<file path="config.mk">
export PLATFORM = sky130hd
export DESIGN_NAME = b64to8
export DESIGN_NICKNAME = d
export VERILOG_FILES = /design/src/rtl/b64to8.sv
export SDC_FILE = /design/constraint.sdc
export NUM_CORES = 1
export LEC_CHECK = 0
export ABC_AREA = 1
export CORE_MARGIN = 8
export CORE_UTILIZATION = 45
export CTS_CLUSTER_SIZE = 12
export DETAILED_ROUTE_END_ITERATION = 16
export PLACE_DENSITY = 0.7
export SETUP_SLACK_MARGIN = 0.15
export SLEW_MARGIN = 20
export SYNTH_ARGS = -nofsm -noshare
export SYNTH_HDL_FRONTEND = slang
export SYNTH_SLANG_ARGS = --single-unit
</file>
<file path="constraint.sdc">
create_clock -name clk -period 5.9 [get_ports clk]
set_input_delay 1.475 -clock clk [delete_from_list [all_inputs] [get_ports clk]]
set_output_delay 1.475 -clock clk [all_outputs]
set_load 0.05 [all_outputs]
</file>
<file path="src/rtl/b64to8.sv">
// b64to8: unpacks 64-bit FIFO words (three flag bits, a 13-bit sextet index and
// six sample bytes) into a byte stream with valid/ready handshake, frame
// markers and sextet sequence checking.
module b64to8 #(
    parameter int SEQ_CHECK = 1
) (
    input  logic        clk,
    input  logic        rst,
    input  logic        fifo_empty,
    output logic        fifo_rd,
    input  logic [63:0] fifo_data,
    input  logic [12:0] frame_length,
    output logic [7:0]  out_data,
    output logic        out_valid,
    input  logic        out_ready,
    output logic        out_sof,
    output logic        out_eof,
    output logic        out_adc_sel,
    output logic        out_shift,
    output logic        out_switch,
    output logic        seq_error,
    output logic [15:0] err_count,
    output logic [23:0] frame_count
);

    typedef enum logic [1:0] {
        IDLE = 2'd0,
        READ = 2'd1,
        CAPT = 2'd2,
        EMIT = 2'd3
    } state_t;

    localparam bit CHECK_ON = (SEQ_CHECK != 0);

    state_t      state_reg;
    state_t      state_next;
    logic [63:0] word_reg;
    logic [2:0]  idx_reg;
    logic [12:0] flen_reg;
    logic [12:0] exp_reg;
    logic        adc_sel_reg;
    logic        shift_reg;
    logic        switch_reg;
    logic        seq_error_reg;
    logic [15:0] err_count_reg;
    logic [23:0] frame_count_reg;

    logic [12:0] idx_w;
    logic [12:0] word_idx;
    logic        capt;
    logic        accept;
    logic        mismatch;

    // Incoming sextet index is checked while the FIFO presents the word;
    // anything beyond the frame end is a mismatch even if it equals exp.
    assign idx_w    = fifo_data[60:48];
    assign word_idx = word_reg[60:48];
    assign capt     = (state_reg == CAPT);
    assign mismatch = (idx_w != exp_reg) || (idx_w > frame_length);

    assign out_valid = (state_reg == EMIT);
    assign accept    = out_valid && out_ready;
    assign out_data  = word_reg[{idx_reg, 3'b000} +: 8];
    assign out_sof   = out_valid && (idx_reg == 3'd0) && (word_idx == 13'd0);
    assign out_eof   = out_valid && (idx_reg == 3'd5) && (word_idx == flen_reg);

    assign out_adc_sel = adc_sel_reg;
    assign out_shift   = shift_reg;
    assign out_switch  = switch_reg;
    assign seq_error   = seq_error_reg;
    assign err_count   = err_count_reg;
    assign frame_count = frame_count_reg;

    // State register
    always_ff @(posedge clk or posedge rst) begin
        if (rst) begin
            state_reg <= IDLE;
        end else begin
            state_reg <= state_next;
        end
    end

    // Next-state logic and FIFO read strobe (one cycle, only from READ)
    always_comb begin
        state_next = state_reg;
        fifo_rd    = 1'b0;
        case (state_reg)
            IDLE: begin
                if (!fifo_empty) begin
                    state_next = READ;
                end
            end
            READ: begin
                fifo_rd    = 1'b1;
                state_next = CAPT;
            end
            CAPT: begin
                state_next = EMIT;
            end
            EMIT: begin
                if (out_ready && (idx_reg == 3'd5)) begin
                    state_next = IDLE;
                end
            end
            default: begin
                state_next = IDLE;
            end
        endcase
    end

    // Word capture, flag bits, frame length sample and byte index
    always_ff @(posedge clk or posedge rst) begin
        if (rst) begin
            word_reg    <= 64'd0;
            adc_sel_reg <= 1'b0;
            shift_reg   <= 1'b0;
            switch_reg  <= 1'b0;
            flen_reg    <= 13'd0;
            idx_reg     <= 3'd0;
        end else if (capt) begin
            word_reg    <= fifo_data;
            adc_sel_reg <= fifo_data[63];
            shift_reg   <= fifo_data[62];
            switch_reg  <= fifo_data[61];
            flen_reg    <= frame_length;
            idx_reg     <= 3'd0;
        end else if (accept) begin
            idx_reg     <= (idx_reg == 3'd5) ? 3'd0 : idx_reg + 3'd1;
        end
    end

    // Sequence tracking: exp always resynchronises to the received index
    always_ff @(posedge clk or posedge rst) begin
        if (rst) begin
            exp_reg       <= 13'd0;
            seq_error_reg <= 1'b0;
            err_count_reg <= 16'd0;
        end else begin
            seq_error_reg <= CHECK_ON && capt && mismatch;
            if (capt) begin
                exp_reg <= (idx_w == frame_length) ? 13'd0 : idx_w + 13'd1;
                if (CHECK_ON && mismatch && (err_count_reg != 16'hFFFF)) begin
                    err_count_reg <= err_count_reg + 16'd1;
                end
            end
        end
    end

    // Completed frames are counted when the end-of-frame byte is taken
    always_ff @(posedge clk or posedge rst) begin
        if (rst) begin
            frame_count_reg <= 24'd0;
        end else if (accept && out_eof) begin
            frame_count_reg <= frame_count_reg + 24'd1;
        end
    end

endmodule

</file>
==> results_dict.tcl, run 1 <==
set metrics [dict create \
    cts_repair_resize_count 0 \
    global_route.usage.met1_pct 26.7 \
    clk_path_buf_depth 2 \
    hpwl_um 15600 \
    gpl.final_weighted_congestion 0.866 \
    worstSkewPairLatency_ps 420 \
    min-delay-path-class "reg2reg" \
    route.detailed.drc 0 \
    grt_pass1_vias 7166 \
    worstSetupStartpointType "flop" \
    setup.worst_path.start "idx_reg[0]" \
    cpLargestDelayFamily "buffers and inverters" \
    worst-r2r-setup-slack_ps 3160 \
    critPathMaxFanout 17 \
    finalNetCount 1291 \
    post-layout-total-power_uw 4510 \
    crit_end "out_data[0]" \
    grt_remaining_overflow 0 \
    num_rows 48 \
    synth.largest_area_cell "sky130_fd_sc_hd__dfrtp_1" \
    cts-buffers-inserted 17 \
    cellPowerDensity_nw_per_um2 456 \
    numPlacedInstances 1395 \
    unrepaired_setup_endpoints_after_global_routing "no" \
    synth_area_per_cell_um2 7.25 \
    synth-seq-cells 136 \
    setup-tns-final_ps 0 \
    synth.yosys.seq_area_share_pct 44.0 \
    drv.max_cap_violation_count 0 \
    post_cts.repair.setup_buffers 0 \
    h-tree-depth 4 \
    timing.reg2reg.worst_path_depth 8 \
    timing.critical_path.arrival_ps 2830 \
    clock.fmax_mhz 232 \
    maxSlewHeadroom_pct 37.3 \
    ir_worst_vdd_mv 0.524 \
    worst-slew-pin-transition_ps 940 \
    hold_viol 0 \
    post_synth_num_cell_types 34 \
    min_period_over_period_pct 72.9 \
    clock-skew-final_ps 7.26 \
    final_max_slew_viol_count 0 \
    die-area_um2 21600 \
    routed_wl_um 21500 \
    antenna_cells 0 \
    detail_route.iter0.violations 490 \
    detailedPlace.worstSlack_ps 1690 \
    path_class "reg2out" \
    max_stage_delay_ps 850 \
    buffer_ports.inserted 136 \
    coreArea_um2 17100 \
    clock_tree.root_cell "sky130_fd_sc_hd__clkbuf_16" \
    final.min_clock_period_ps 4300 \
    drtAntennaViolNets 0 \
    critical_path.reg2reg.startpoint "state_reg[0]" \
    area_delta_synth_final_pct 28.0 \
    clk_pin_slew_worst_paths_ps 60 \
    synth.net_count 1169 \
    antenna_found_initial 1 \
    detailroute.via_count 7251 \
    met3_usage_pct 5.66 \
    critical-path-slowest-cell "sky130_fd_sc_hd__clkdlybuf4s50_1" \
    crit_chain "nand2_1 -> o22ai_1 -> a221oi_1 -> o21ai_0 -> clkdlybuf4s50_1" \
    finalSetupViolations 0 \
    largest_reg_flops 64 \
    share_of_the_synthesized_area_in_the_top_cell_type_pct 44.0 \
    grt_max_degree 103 \
    r2r-end "err_count[10]" \
    floorplan.initialDensity_pct 45.3 \
    firstDrtPassIters 5 \
    power.static_leakage_uw 0.00480 \
    layout-drive-gt1-share_pct 3.91 \
    worst-path-buf-inv 1 \
    drt-vias-per-instance 5.08 \
    pin_count 137 \
    syn-cell-area_um2 7730 \
    cts_hold_buf 0 \
    status "complete, no violations" \
    cell_count_after_synthesis 1067 \
    post_layout_nonfiller_instances 1427 \
    cts_tree "yes" \
    die_height_um 147 \
    setup.worst_path.end_class "primary output" \
    detail_route.wl_per_cell_um 15.0 \
    wire_length_of_the_first_global_routing_pass_um 35800 \
    logic_depth_of_the_worst_setup_path_including_buffers 5 \
    final_critical_path_setup_slack_ps 1600 \
    netlist_top_cells_area "sky130_fd_sc_hd__dfrtp_1, sky130_fd_sc_hd__nand2_1, sky130_fd_sc_hd__inv_1, sky130_fd_sc_hd__nand3_1, sky130_fd_sc_hd__o21ai_0" \
    clkSinkCount 136 \
    timing.critical_path.required_ps 4430 \
    grt_busiest_layer "met2" \
    die_width_um 147 \
    yosysWarningCount 0 \
    global_route.usage.total_pct 20.4 \
    use_met2_pct 31.7 \
    finalCoreUtilization_pct 58.0 \
]
worst register-to-register path, delay by kind of cell (launching register included):
kind	cells	cell delay (ps)
simple gates	5	880
buf+inv	2	790
fa+ha+maj	1	560
flops	1	400
worst min-delay path by stage:
stage                            start           end  slack, ps  cells past startpoint
after floorplan            word_reg[2]   word_reg[2]        440                      2
after global placement    word_reg[16]  word_reg[16]        460                      2
after detailed placement  word_reg[42]  word_reg[42]        460                      2
after CTS                 word_reg[17]  word_reg[17]        470                      2
after global routing      word_reg[17]  word_reg[17]        490                      2
final                     word_reg[17]  word_reg[17]        470                      2
metal layers:
| layer | share of wire, % | vias to the layer above | routed length [um] |
|---|---|---|---|
| li1 | - | 3642 | - |
| met1 | 45 | 3371 | 9720 |
| met2 | 46 | 199 | 9940 |
| met3 | 6.5 | 37 | 1390 |
| met4 | 1.8 | 2 | 391 |
| met5 | 0.061 | - | 13 |
cells in the mapped netlist (all sizes together):
| cell type | instances |
|---|---|
| dfrtp | 136 |
| a21oi | 7 |
| o21ai | 64 |
| o311ai | 1 |
| inv | 117 |
| xnor2 | 15 |
| xor2 | 23 |
| and2 | 2 |
| o2111ai | 8 |
| nand3b | 6 |
| nand2 | 433 |
| ha | 21 |
| clkinv | 2 |
| nor3 | 15 |
| nand3 | 74 |
| nor3b | 1 |
| nor2 | 63 |
| nor4 | 1 |
| o211ai | 1 |
| a22o | 1 |
| o31ai | 1 |
| a221oi | 8 |
| nand4 | 18 |
| buf | 13 |
| clkbuf | 23 |
| o22ai | 13 |
power breakdown:
| group | internal (uW) | switching (uW) |
|---|---|---|
| sequential | 1280 | 216 |
| combinational | 617 | 1290 |
| clock | 695 | 409 |
| total | 2590 | 1920 |
stage by stage:
step | hold slack [ps] | area (um2)
2_1_floorplan | 442 | 7730
3_3_place_gp | 457 | 9270
3_5_place_dp | 459 | 9280
4_1_cts | 474 | 9890
5_1_grt | 493 | 9890
6_report | 467 | 9890
cell type report:
type / count / area, um2
clock buffer: 20 / 467
clock inverter: 12 / 149
fill: 1625 / 7160
inverter: 119 / 452
multi-input combinational: 776 / 3760
sequential: 136 / 3400
tap: 225 / 282
timing repair buffer: 139 / 1380
cells by family after synthesis:
| family | share of synthesized area [%] |
|---|---|
| XOR/XNOR | 4.30 |
| flip-flops | 44.0 |
| adder cells (fa/ha/maj) | 3.40 |
| AND/OR/NAND/NOR | 32.6 |
| AO/OA/AOI/OAI | 7.93 |
| buffers and inverters | 7.72 |
placed cells by master (no fill, tap or decap), types with 2 or more instances in the layout:
cell                                n
sky130_fd_sc_hd__nor3_1            14
sky130_fd_sc_hd__nand3b_1           6
sky130_fd_sc_hd__xnor2_1           15
sky130_fd_sc_hd__nand2_1          431
sky130_fd_sc_hd__dfrtp_1          136
sky130_fd_sc_hd__clkbuf_16         17
sky130_fd_sc_hd__nor2_1            60
sky130_fd_sc_hd__a21oi_1            7
sky130_fd_sc_hd__clkinv_2           4
sky130_fd_sc_hd__nand4_1           18
sky130_fd_sc_hd__buf_4              3
sky130_fd_sc_hd__clkdlybuf4s50_1  136
sky130_fd_sc_hd__xor2_1            23
sky130_fd_sc_hd__nand3_1           73
sky130_fd_sc_hd__o22ai_1           13
sky130_fd_sc_hd__clkinvlp_4         4
sky130_fd_sc_hd__a221oi_1           8
sky130_fd_sc_hd__clkinv_1           2
sky130_fd_sc_hd__nor2_2             3
sky130_fd_sc_hd__bufinv_16          3
sky130_fd_sc_hd__o2111ai_1          8
sky130_fd_sc_hd__ha_1              20
sky130_fd_sc_hd__inv_1            115
sky130_fd_sc_hd__and2_1             2
sky130_fd_sc_hd__o21ai_0           63
sky130_fd_sc_hd__clkbuf_8           3
No activity file was read; power rests on OpenSTA's default activity.
==> run 2: changes to the inputs <==
Clock period 5.9 ns to 4.48 ns, I/O delays scaled along.
==> run 2 against run 1 <==
Utilization increased by 0.059 points. Via count increased by 0.77%. Cell count increased by 0.28%. Hold slack improved by 8.0 ps. Setup slack got worse by 1100 ps. Sequential cell count unchanged. Clock skew decreased by 0.96 ps. Sequential power increased by 34%. Total power increased by 31%. Critical path type unchanged. Highest routed layer unchanged.
==> results_dict.tcl, run 2 (synthesis gave the netlist of run 1 again) <==
set metrics [dict create \
    setup-tns-final_ps 0 \
    buffer_ports.inserted 136 \
    finalSetupViolations 0 \
    drtAntennaViolNets 0 \
    path_class "reg2out" \
    cellPowerDensity_nw_per_um2 595 \
    final_cell_mix "sky130_fd_sc_hd__nand2_1, sky130_fd_sc_hd__dfrtp_1, sky130_fd_sc_hd__clkdlybuf4s50_1" \
    final_area_um2 9900 \
    max_stage_delay_ps 860 \
    pin_count 137 \
    critical-path-slowest-cell "sky130_fd_sc_hd__clkdlybuf4s50_1" \
    detailroute.via_count 7307 \
    cts_hold_buf 0 \
    setup.worst_path.end_class "primary output" \
    cts_repair_resize_count 0 \
    status "complete, no violations" \
    clock_tree.root_cell "sky130_fd_sc_hd__clkbuf_16" \
    coreArea_um2 17100 \
    route.detailed.drc 0 \
    floorplan.initialDensity_pct 45.3 \
    wire_length_of_the_first_global_routing_pass_um 35800 \
    crit_chain "nand2_1 -> o22ai_1 -> a221oi_1 -> o21ai_0 -> clkdlybuf4s50_1" \
    antenna_found_initial 1 \
    worstSkewPairLatency_ps 420 \
    die-area_um2 21600 \
    timing.critical_path.required_ps 3360 \
    largest_reg_flops 64 \
    drv.max_cap_violation_count 0 \
    clk_path_buf_depth 2 \
    clkSinkCount 136 \
    worst-slew-pin-transition_ps 797 \
    cts_tree "yes" \
    gpl.final_weighted_congestion 0.855 \
    grt_max_degree 62 \
    clock.fmax_mhz 253 \
    grt_remaining_overflow 0 \
    final.min_clock_period_ps 3950 \
    finalCoreUtilization_pct 58.1 \
    area_delta_synth_final_pct 28.1 \
    multi_input_area_um2 3750 \
    post_layout_nonfiller_instances 1431 \
    number_of_fill_cells 1631 \
    clock-skew-final_ps 6.31 \
    post_cts.repair.setup_buffers 0 \
    timing.critical_path.arrival_ps 2830 \
    layout-drive-gt1-share_pct 4.06 \
    worstSetupStartpointType "flop" \
    cts-buffers-inserted 17 \
    final_max_slew_viol_count 0 \
    hpwl_um 16200 \
    global_route.usage.total_pct 20.4 \
    min_period_over_period_pct 88.2 \
    antenna_cells 0 \
    layout.area.seq_um2 3400 \
    ir_worst_vdd_mv 0.778 \
    routed_wl_um 21900 \
    num_rows 48 \
    unrepaired_setup_endpoints_after_global_routing "no" \
    critPathMaxFanout 17 \
    hold_viol 0 \
    placed_area_um2 9320 \
    drt-vias-per-instance 5.11 \
    min-delay-path-class "reg2reg" \
    h-tree-depth 4 \
    detail_route.wl_per_cell_um 15.3 \
    layout_commonest_cell "sky130_fd_sc_hd__nand2_1" \
    finalNetCount 1295 \
    detail_route.iter0.violations 443 \
    power.static_leakage_uw 0.00478 \
    post-layout-total-power_uw 5900 \
    maxSlewHeadroom_pct 46.8 \
    die_width_um 147 \
    die_height_um 147 \
    clk_pin_slew_worst_paths_ps 60 \
    grt_pass1_vias 7115 \
    numPlacedInstances 1399 \
    firstDrtPassIters 5 \
]
-- run 2: changes by cell type in the layout (fill, tap and decap cells not counted), sizes merged --
cell      before  now
clkinvlp       4    9
clkbuf        20   18
buf            3    7
bufinv         3    2
clkinv         7    5
-- run 2: cell type report --
cell class / count / area share (%)
clock buffers: 18 / 4.33
clock inverters: 14 / 1.53
inverters: 119 / 4.55
multi-input cells: 776 / 37.9
flip-flops and latches: 136 / 34.4
well taps: 225 / 2.84
repair buffers: 143 / 14.5
-- run 2: final timing paths --
path	slack (ps)	end	from	depth (start not counted)
worst min-delay path	480	word_reg[1]	word_reg[1]	2
worst max-delay path	530	out_data[0]	idx_reg[0]	5
max in group asynchronous	2530	exp_reg[5]	rst	3
worst min register to register	480	word_reg[1]	word_reg[1]	2
min in group asynchronous	1190	frame_count[18]	rst	2
worst max register to register	2000	err_count[15]	state_reg[0]	9
-- run 2: where the power goes --
group	switching [uW]	internal (uW)
combinational	1710	825
clock	561	820
sequential	302	1680
-- run 2: worst max-delay path, delay by kind of cell (launching register included) --
| family | cells | cell delay (ps) |
|---|---|---|
| buffers and inverters | 1 | 860 |
| AO/OA/AOI/OAI | 3 | 740 |
| flip-flops | 1 | 410 |
| AND/OR/NAND/NOR | 1 | 410 |
-- run 2: per-stage QoR --
stage / setup WS [ps] / hold WS, ps
finish: 530 / 475
floorplan: 777 / 442
CTS: 503 / 479
global placement: 993 / 455
detailed placement: 876 / 463
global route: 276 / 494
-- run 2: metal layers --
| layer | GRT usage (%) | up-vias | routed length (um) |
|---|---|---|---|
| met5 | 0 | - | 13 |
| met4 | 6.07 | 2 | 313 |
| met3 | 4.98 | 24 | 1380 |
| met2 | 33.0 | 226 | 10300 |
| met1 | 26.4 | 3410 | 9890 |
| li1 | - | 3645 | - |
